## src/rtl/cont_asc_bcd_pkg.sv

```systemverilog
// cont_asc_bcd shared definitions:
// segment patterns and default terminal count.
package cont_asc_bcd_pkg;

  localparam int MAX_DEFAULT = 59;

  localparam logic [3:0] DIGIT_MAX = 4'd9;

  localparam logic [6:0] SEG_0 = 7'b1000000;
  localparam logic [6:0] SEG_1 = 7'b1111001;
  localparam logic [6:0] SEG_2 = 7'b0100100;
  localparam logic [6:0] SEG_3 = 7'b0110000;
  localparam logic [6:0] SEG_4 = 7'b0011001;
  localparam logic [6:0] SEG_5 = 7'b0010010;
  localparam logic [6:0] SEG_6 = 7'b0000010;
  localparam logic [6:0] SEG_7 = 7'b1111000;
  localparam logic [6:0] SEG_8 = 7'b0000000;
  localparam logic [6:0] SEG_9 = 7'b0010000;

  localparam logic [6:0] SEG_BLANK = 7'b1111111;

endpackage

```

## src/rtl/cont_asc_bcd_if.sv

```systemverilog
// cont_asc_bcd control/display bundle:
// strobes in, BCD digits and segments out.
interface cont_asc_bcd_if;

  logic       TICK;
  logic       EN;
  logic       CLR;
  logic [3:0] UNI;
  logic [3:0] DEZ;
  logic       CARRY;
  logic [6:0] HEX0;
  logic [6:0] HEX1;

  modport master (
    output TICK, EN, CLR,
    input  UNI, DEZ, CARRY, HEX0, HEX1
  );

  modport slave (
    input  TICK, EN, CLR,
    output UNI, DEZ, CARRY, HEX0, HEX1
  );

endinterface

```

## src/rtl/decod_7seg.sv

```systemverilog
// BCD digit to active-low seven-segment
// pattern, bit order gfedcba.
module decod_7seg
  import cont_asc_bcd_pkg::*;
(
  input  logic [3:0] d_i,
  output logic [6:0] seg_o
);

  // pure table lookup; codes 10..15 blank
  always_comb begin
    seg_o = SEG_BLANK;
    case (d_i)
      4'd0:    seg_o = SEG_0;
      4'd1:    seg_o = SEG_1;
      4'd2:    seg_o = SEG_2;
      4'd3:    seg_o = SEG_3;
      4'd4:    seg_o = SEG_4;
      4'd5:    seg_o = SEG_5;
      4'd6:    seg_o = SEG_6;
      4'd7:    seg_o = SEG_7;
      4'd8:    seg_o = SEG_8;
      4'd9:    seg_o = SEG_9;
      default: seg_o = SEG_BLANK;
    endcase
  end

endmodule

```

## src/rtl/cont_asc_bcd.sv

```systemverilog
// Two-digit BCD up counter 00..MAX with
// wrap carry pulse and 7-seg displays.
module cont_asc_bcd
  import cont_asc_bcd_pkg::*;
#(
  parameter int MAX = MAX_DEFAULT
) (
  input  logic          CLK,
  input  logic          RST,
  cont_asc_bcd_if.slave bus
);

  localparam logic [3:0] MAX_DEZ = 4'(MAX / 10);
  localparam logic [3:0] MAX_UNI = 4'(MAX % 10);

  logic [3:0] uni_q;
  logic [3:0] uni_d;
  logic [3:0] dez_q;
  logic [3:0] dez_d;
  logic       carry_q;
  logic       carry_d;
  logic       adv;
  logic       at_max;

  assign adv    = bus.TICK & bus.EN;
  assign at_max = (dez_q == MAX_DEZ) &&
                  (uni_q == MAX_UNI);

  // next count: clear beats advance beats hold;
  // carry only on the MAX->00 wrap
  always_comb begin
    uni_d   = uni_q;
    dez_d   = dez_q;
    carry_d = 1'b0;
    if (bus.CLR) begin
      uni_d = 4'd0;
      dez_d = 4'd0;
    end else if (adv) begin
      if (at_max) begin
        uni_d   = 4'd0;
        dez_d   = 4'd0;
        carry_d = 1'b1;
      end else if (uni_q >= DIGIT_MAX) begin
        uni_d = 4'd0;
        dez_d = dez_q + 4'd1;
      end else begin
        uni_d = uni_q + 4'd1;
      end
    end
  end

  // digit and carry registers, sync reset
  always_ff @(posedge CLK) begin
    if (RST) begin
      uni_q   <= 4'd0;
      dez_q   <= 4'd0;
      carry_q <= 1'b0;
    end else begin
      uni_q   <= uni_d;
      dez_q   <= dez_d;
      carry_q <= carry_d;
    end
  end

  assign bus.UNI   = uni_q;
  assign bus.DEZ   = dez_q;
  assign bus.CARRY = carry_q;

  decod_7seg u_hex0 (
    .d_i   (uni_q),
    .seg_o (bus.HEX0)
  );

  decod_7seg u_hex1 (
    .d_i   (dez_q),
    .seg_o (bus.HEX1)
  );

endmodule

```

## src/flat_wrapper.sv

```systemverilog
// flat-port wrapper written by rule: the top's interface ports become plain ports
module cont_asc_bcd_flat import cont_asc_bcd_pkg::*;
#(
  parameter int MAX = MAX_DEFAULT
)
  (CLK, RST, bus_TICK, bus_EN, bus_CLR, bus_UNI, bus_DEZ, bus_CARRY, bus_HEX0, bus_HEX1);
  cont_asc_bcd_if bus_i ();
  input  logic CLK;
  input  logic RST;
  input wire logic [$bits(bus_i.TICK)-1:0] bus_TICK;
  input wire logic [$bits(bus_i.EN)-1:0] bus_EN;
  input wire logic [$bits(bus_i.CLR)-1:0] bus_CLR;
  output wire logic [$bits(bus_i.UNI)-1:0] bus_UNI;
  output wire logic [$bits(bus_i.DEZ)-1:0] bus_DEZ;
  output wire logic [$bits(bus_i.CARRY)-1:0] bus_CARRY;
  output wire logic [$bits(bus_i.HEX0)-1:0] bus_HEX0;
  output wire logic [$bits(bus_i.HEX1)-1:0] bus_HEX1;
  assign bus_i.TICK = bus_TICK;
  assign bus_i.EN = bus_EN;
  assign bus_i.CLR = bus_CLR;
  assign bus_UNI = bus_i.UNI;
  assign bus_DEZ = bus_i.DEZ;
  assign bus_CARRY = bus_i.CARRY;
  assign bus_HEX0 = bus_i.HEX0;
  assign bus_HEX1 = bus_i.HEX1;
  cont_asc_bcd #(.MAX(MAX)) u_core (.CLK(CLK), .RST(RST), .bus(bus_i));
endmodule
```

## config.mk

```make
export PLATFORM = sky130hd
export DESIGN_NAME = cont_asc_bcd_flat
export DESIGN_NICKNAME = d
export VERILOG_FILES = /design/src/rtl/cont_asc_bcd_pkg.sv /design/src/rtl/cont_asc_bcd_if.sv /design/src/rtl/decod_7seg.sv /design/src/rtl/cont_asc_bcd.sv /design/src/flat_wrapper.sv
export SDC_FILE = /design/constraint.sdc
export NUM_CORES = 1
export LEC_CHECK = 0
export BUFFER_PORTS_ARGS = -buffer_cell sky130_fd_sc_hd__buf_2
export CORE_ASPECT_RATIO = 1.2
export CORE_UTILIZATION = 45
export DETAILED_ROUTE_END_ITERATION = 10
export PLACE_DENSITY = 0.75
export SYNTH_ARGS = -nofsm -noshare
export SYNTH_HDL_FRONTEND = slang
export SYNTH_HIERARCHICAL = 1
export SYNTH_SLANG_ARGS = --single-unit
```

## constraint.sdc

```tcl
create_clock -name CLK -period 2.7 [get_ports CLK]
set_input_delay 0.27 -clock CLK [delete_from_list [all_inputs] [get_ports CLK]]
set_output_delay 0.27 -clock CLK [all_outputs]
set_load 0.02 [all_outputs]
```

==> out/metrics.cfg, run 1 <==
[cts]
postCtsHoldBufs = 0
cts_max_level = 1
cts_buffer_depth = 2
cts.sinks = 9
cts.clk_slew.worst_paths_ns = 0.06
post_cts_buffers = 0
insertion_delay_ns = 0.26
cts_resized = 0
clock-root-buffer = clkbuf_4
tritoncts = built
cts_made_buffers = 3

[yosys]
yosys_warnings = 6
syn_area_um2 = 908.4
synth-main-ff-cell = dfxtp_1
async_reset_ff_share_pct = 0
syn_inst = 120
synth_area_leaders = ha_1 (21%), dfxtp_1 (20%), o21ai_0 (7.7%)
synth_top_cell_area_share_pct = 20.66
ys_seq_area_share_pct = 19.83
synth_seq_cells = 9
synth.distinct_cells = 31
syn_nets = 140
synth_edf_count = 0
synth_top_area_cell = ha_1
syn_avg_cell_area_um2 = 7.570

[die]
io_pins = 28
rows = 17
dieArea_um2 = 2203
die_width_um = 43.02
die_y_um = 51.22
start_util_pct = 48.53
core_area_um2 = 1872

[drt]
viasPerCell = 5.551
wl_met2_um = 943
antenna_left = 0
top_layer = met4
drc = 0
wire_per_inst_um = 11.69
first_pass_iters = 5
route.layer.met1.wl_um = 868
wirelength_um = 1952
wl_met3_um = 91
vias = 927
first_iter_violations = 18

[timing]
finalCriticalPeriod_ns = 2.028
worst_pin_slew_ns = 0.5891
rsz0062_at_grt = false
fmax_mhz = 493.2
maxSlewViolCount = 0
fin_tns_setup_ns = 0
timing.final.ws_setup_ns = 0.6724
final.setup_skew_ns = 0.0002418
timing_hold_violations_final = 0
slew-limit-headroom_pct = 60.67
setup_viol_count_final = 0
min_period_over_period_pct = 75.10

[placed_design]
dp_slack_ns = 0.7483
dp_hpwl_um = 1342
gp_congestion = 0.8754
placed_area_um2 = 1040
portBuffers = 27

[grt]
track_usage_pct = 17.73
grt_pass1_wl_um = 3070
antenna_found_initial = 0
grt_overflow = 0
grt_max_degree = 21
grt_pass1_vias = 735

[job]
max_cap_viol_count = 0

[power]
p_comb_share_pct = 9.9
peakVddDrop_v = 0.0002478
pwr-share-clk_pct = 40.1
p_seq_share_pct = 50.0
intPower_mw = 0.2006
leakage_nw = 0.4814
powerDensity_nw_per_um2 = 253.1
switching_share_pct = 25.64
p_total_mw = 0.2698
p_sw_mw = 0.06918

[final_layout]
fillers = 179
final_common_cell = buf_2
n_antenna_cell = 0
area_delta_synth_final_pct = 17.36
finish.instance_area_um2 = 1066
final_layout_size_suffix_gt1_share_pct = 25.00
final_cell_mix = buf_2 (27), ha_1 (15), o21ai_0 (14)
nets = 169

[critical_path]
critPathMaxFanout = 10
crit_path_end_kind = output pin
ff2ff_path_depth = 6
critPathKind = flop to output pin
r2r_start = u_core/bus.UNI[1]
arrival_ns = 1.76
start_kind = flop
worstPathRequired_ns = 2.43
crit_path_start = u_core/bus.DEZ[1]
r2r_slack_ns = 0.73
reg2reg_to = u_core/bus.DEZ[3]

[worst_hold_path]
min_from = RST
min_delay_path_depth = 4
min_to = u_core/bus.DEZ[0]
holdCritPathClass = input port to flop

[status]
status = completed

-- kinds of logic after synthesis --
family | count (synthesis) | share of synthesized area (%)
buffers and inverters | 14 | 7.989
AND/OR/NAND/NOR | 49 | 31.54
AO/OA/AOI/OAI | 33 | 19.97
flip-flops | 9 | 19.83
adder cells (fa/ha/maj) | 15 | 20.66
-- registers in the layout, indices dropped and copies added, names as in the netlist --
signal            cells
u_core/bus.UNI        4
u_core/bus.DEZ        4
u_core/bus.CARRY      1
-- synthesized netlist by cell type, types with 2 or more instances --
library cell and number:
a21oi_1 12, nand3_1 4, ha_1 15, o21ai_0 14, buf_6 2, inv_1 10, nand4_1 2, nand2_1 11
dfxtp_1 9, o31ai_1 2, nand2b_1 7, or2_1 2, nor2_1 11, a31oi_1 2
-- per-layer routing --
layer | track usage, % | vias up
li1 | - | 469
met1 | 22.63 | 418
met2 | 29.80 | 31
met3 | 1.060 | 9
met4 | 9.091 | 0
met5 | 0 | -
-- cell type report --
class | count | area, µm² | area share [%]
clock buffer | 4 | 26.28 | 2.465
inverter | 10 | 37.54 | 3.521
multi-input combinational | 97 | 655.6 | 61.50
sequential | 9 | 180.2 | 16.90
tap | 19 | 23.77 | 2.230
timing repair buffer | 28 | 142.6 | 13.38
-- how the worst max path moves through the flow --
| stage | slack, ns | to | depth (start not counted) |
|---|---|---|---|
| after floorplan | 0.77 | u_core/bus.DEZ[3] | 6 |
| after global placement | 0.83 | u_core/bus.DEZ[3] | 6 |
| after detailed placement | 0.75 | u_core/bus.DEZ[3] | 6 |
| after CTS | 0.66 | bus_HEX0[3] | 6 |
| after global routing | 0.53 | bus_HEX0[3] | 6 |
| final | 0.67 | bus_HEX1[3] | 6 |
-- stage by stage --
stage | util (%) | cells | hold WS, ns
4_1_cts | 56.95 | 167 | 0.3022
2_1_floorplan | - | 120 | 0.4364
3_5_place_dp | 55.55 | 163 | 0.5797
5_1_grt | 56.95 | 167 | 0.3294
3_3_place_gp | 55.55 | 163 | 0.5817
6_report | 56.95 | 167 | 0.3076
-- worst max-delay path, stage by stage, from the launching register on --
cell and delay [ns]:
dfxtp_1 0.56, inv_1 0.16, ha_1 0.20, or2_1 0.22
a21oi_1 0.15, nor2_1 0.05, buf_2 0.16
-- power groups by stage --
stage,registers (mW),clock network [mW],logic [mW]
floorplan,0.138,0,0.0170
global placement,0.138,0,0.0260
detailed placement,0.138,0,0.0264
CTS,0.135,0.109,0.0266
global route,0.135,0.116,0.0295
finish,0.135,0.108,0.0268
No activity file was read; power rests on OpenSTA's default activity.
==> run 2: changes to the inputs <==
ABC_AREA = 1   (was unset)
clock period = 2.1 ns   (was 2.7 ns; I/O delays follow)
==> out/metrics.cfg, run 2 <==
[power]
intPower_mw = 0.2569  ; was 0.2006 mW
powerDensity_nw_per_um2 = 315.4  ; was 253.1 nW/µm²
p_sw_mw = 0.08608  ; was 0.06918 mW
leakage_nw = 0.6530  ; was 0.4814 nW
peakVddDrop_v = 0.0002291  ; was 0.0002478 V
pwr-share-clk_pct = 39.4  ; was 40.1%
switching_share_pct = 25.10  ; was 25.64%
p_seq_share_pct = 50.6  ; was 50.0%
p_comb_share_pct = 10.1  ; was 9.9%

[yosys]
async_reset_ff_share_pct = 0  ; unchanged
synth.distinct_cells = 16  ; was 31
synth_top_area_cell = nand2_1  ; was ha_1
synth.top_cells.by_count = nand2_1 (52), inv_1 (22), nand3_1 (18)  ; was ha_1 (15), o21ai_0 (14), a21oi_1 (12)
synth.most_common_cell = nand2_1  ; was ha_1
synth-main-ff-cell = dfxtp_1  ; unchanged
ys_seq_area_share_pct = 19.97  ; was 19.83%
syn_avg_cell_area_um2 = 6.095  ; was 7.570 µm²
synth_top_cell_area_share_pct = 21.64  ; was 20.66%
syn_area_um2 = 902.1  ; was 908.4 µm²
syn_nets = 168  ; was 140
synth_seq_cells = 9  ; unchanged
synth_area_leaders = nand2_1 (22%), ha_1 (21%), dfxtp_1 (20%)  ; was ha_1 (21%), dfxtp_1 (20%), o21ai_0 (7.7%)
yosys_warnings = 6  ; unchanged
synth_edf_count = 0  ; unchanged
syn_inst = 148  ; was 120

[drt]
wire_per_inst_um = 9.778  ; was 11.69 µm
first_pass_iters = 4  ; was 5
first_iter_violations = 16  ; was 18
vias = 1002  ; was 927
viasPerCell = 5.061  ; was 5.551
antenna_left = 0  ; unchanged
wirelength_um = 1936  ; was 1952 µm
drc = 0  ; unchanged

[cts]
cts.clk_slew.worst_paths_ns = 0.06  ; about the same
insertion_delay_ns = 0.26  ; about the same
post_cts_buffers = 0  ; unchanged
cts_max_level = 1  ; unchanged
cts_buffer_depth = 2  ; unchanged
cts.sinks = 9  ; unchanged
clock-root-buffer = clkbuf_4  ; unchanged
cts_made_buffers = 3  ; unchanged
cts_resized = 0  ; unchanged
tritoncts = built  ; unchanged
postCtsHoldBufs = 0  ; unchanged

[timing]
fin_tns_setup_ns = 0  ; unchanged
fmax_mhz = 550.3
min_period_over_period_pct = 86.53
maxSlewViolCount = 0  ; unchanged
worst_pin_slew_ns = 0.4357  ; was 0.5891 ns
finalCriticalPeriod_ns = 1.817
setup_viol_count_final = 0  ; unchanged
slew-limit-headroom_pct = 70.91  ; was 60.67%
final.setup_skew_ns = 0.0006589  ; was 0.0002418 ns
rsz0062_at_grt = false  ; unchanged
timing_hold_violations_final = 0  ; unchanged

[final_layout]
final_common_cell = nand2_1  ; was buf_2
area_delta_synth_final_pct = 20.53  ; was 17.36%
final_cell_mix = nand2_1 (52), buf_2 (27), inv_1 (22)  ; was buf_2 (27), ha_1 (15), o21ai_0 (14)
fillers = 190  ; was 179
multiInputGateArea_um2 = 620.6  ; was 655.6 µm²
final-seq-area_um2 = 180.2  ; unchanged
final_layout_size_suffix_gt1_share_pct = 22.35  ; was 25.00%
nets = 200  ; was 169
finish.instance_area_um2 = 1087  ; was 1066 µm²
n_antenna_cell = 0  ; unchanged

[critical_path]
slowest_delay_ns = 0.53  ; was 0.56 ns
crit_path_frequent_cell = nand2_1
arrival_ns = 1.61  ; was 1.76 ns
slowest_stage = dfxtp_1  ; unchanged
crit_path_end_kind = output pin  ; unchanged
critPathMaxFanout = 11  ; was 10
crit_chain = inv_1, ha_1, nand2_1, nand3_1, nand2_1, buf_2  ; was inv_1, ha_1, or2_1, a21oi_1, nor2_1, buf_2
r2r_slack_ns = 0.56  ; was 0.73 ns
path_buf_inv = 2  ; unchanged
worstPathRequired_ns = 1.89  ; was 2.43 ns
start_kind = flop  ; unchanged
cp_top_family = flip-flops  ; unchanged
critPathKind = flop to output pin  ; unchanged

[die]
die_y_um = 51.05  ; was 51.22 µm
io_pins = 28  ; unchanged
core_area_um2 = 1872  ; unchanged
die_width_um = 42.87  ; was 43.02 µm
dieArea_um2 = 2188  ; was 2203 µm²
rows = 17  ; unchanged
start_util_pct = 48.20  ; was 48.53%

[placed_design]
dp_hpwl_um = 1530  ; was 1342 µm
placed_area_um2 = 1061  ; was 1040 µm²
gp_congestion = 0.7902  ; was 0.8754
portBuffers = 27  ; unchanged

[grt]
grt_max_degree = 14  ; was 21
antenna_found_initial = 0  ; unchanged
track_usage_pct = 20.04  ; was 17.73%
grt_pass1_vias = 870  ; was 735
grt_overflow = 0  ; unchanged
grt_pass1_wl_um = 3456  ; was 3070 µm

[worst_hold_path]
holdCritPathClass = input port to flop  ; unchanged

[job]
max_cap_viol_count = 0  ; unchanged

[status]
status = completed  ; unchanged

## run 2: cell types whose count changed after synthesis, moves of 5 or more
cell / change
nand2_1: +41
nand3_1: +14
o21ai_0: -13
inv_1: +12
nand2b_1: -7
a21oi_1: -6
inv_2: +5
## run 2: per-stage QoR
step,instances,utilization [%],setup slack (ns),hold slack [ns],total power [mW]
floorplan,148,-,0.5685,0.3970,0.2005
global placement,194,56.68,0.5984,0.5171,0.2113
detailed placement,194,56.68,0.5599,0.5214,0.2119
CTS,198,58.09,0.2706,0.2385,0.3481
global route,198,58.09,0.1326,0.2614,0.3600
finish,198,58.09,0.2830,0.2413,0.3430
## run 2: path summary, 6_finish.rpt
| path | from | endpoint | cells past startpoint |
|---|---|---|---|
| setup reg to reg | u_core/bus.UNI[1] | u_core/bus.DEZ[0] | 7 |
| hold / removal | RST | u_core/bus.DEZ[1] | 4 |
| hold reg to reg | u_core/bus.DEZ[3] | u_core/bus.DEZ[3] | 2 |
| setup / recovery | u_core/bus.UNI[1] | bus_HEX0[3] | 6 |
## run 2: area by class of cell
class	count	area share (%)
multi-input cells	112	57.08
flip-flops and latches	9	16.57
repair buffers	27	12.43
inverters	27	9.321
clock buffers	4	2.417
well taps	19	2.186
## run 2: per-layer routing
layer  wire (µm)  global-route usage [%]
met1         855                   23.18
met4          17                   7.813
met3          61                   2.120
met5           0                       0
met2        1002                   36.87
## run 2: kinds of logic (layout without fill, tap and decap cells)
family / Yosys count / after routing / synth area share, %
AND/OR/NAND/NOR: 86 / 86 / 40.36
buffers and inverters: 27 / 58 / 11.23
adder cells (fa/ha/maj): 15 / 15 / 20.80
AO/OA/AOI/OAI: 10 / 10 / 6.658
flip-flops: 9 / 9 / 19.97
XOR/XNOR: 1 / 1 / 0.9711
## run 2: power by group through the flow
| stage | Clock (mW) | Sequential (mW) | Combinational [mW] |
|---|---|---|---|
| 6_report | 0.135 | 0.173 | 0.0345 |
| 5_1_grt | 0.147 | 0.174 | 0.0391 |
| 4_1_cts | 0.140 | 0.173 | 0.0346 |
| 3_5_place_dp | 0 | 0.177 | 0.0346 |
| 3_3_place_gp | 0 | 0.177 | 0.0341 |
| 2_1_floorplan | 0 | 0.178 | 0.0226 |
## run 2: worst register-to-register path, delay by kind of cell (launching register included)
kind / cells / cell delay, ns
xor gates and xnor gates: 1 / 0.18
DFF: 1 / 0.53
and+or+nand+nor: 4 / 0.40
adders and majority gates: 1 / 0.22
buffers and inverters: 1 / 0.12
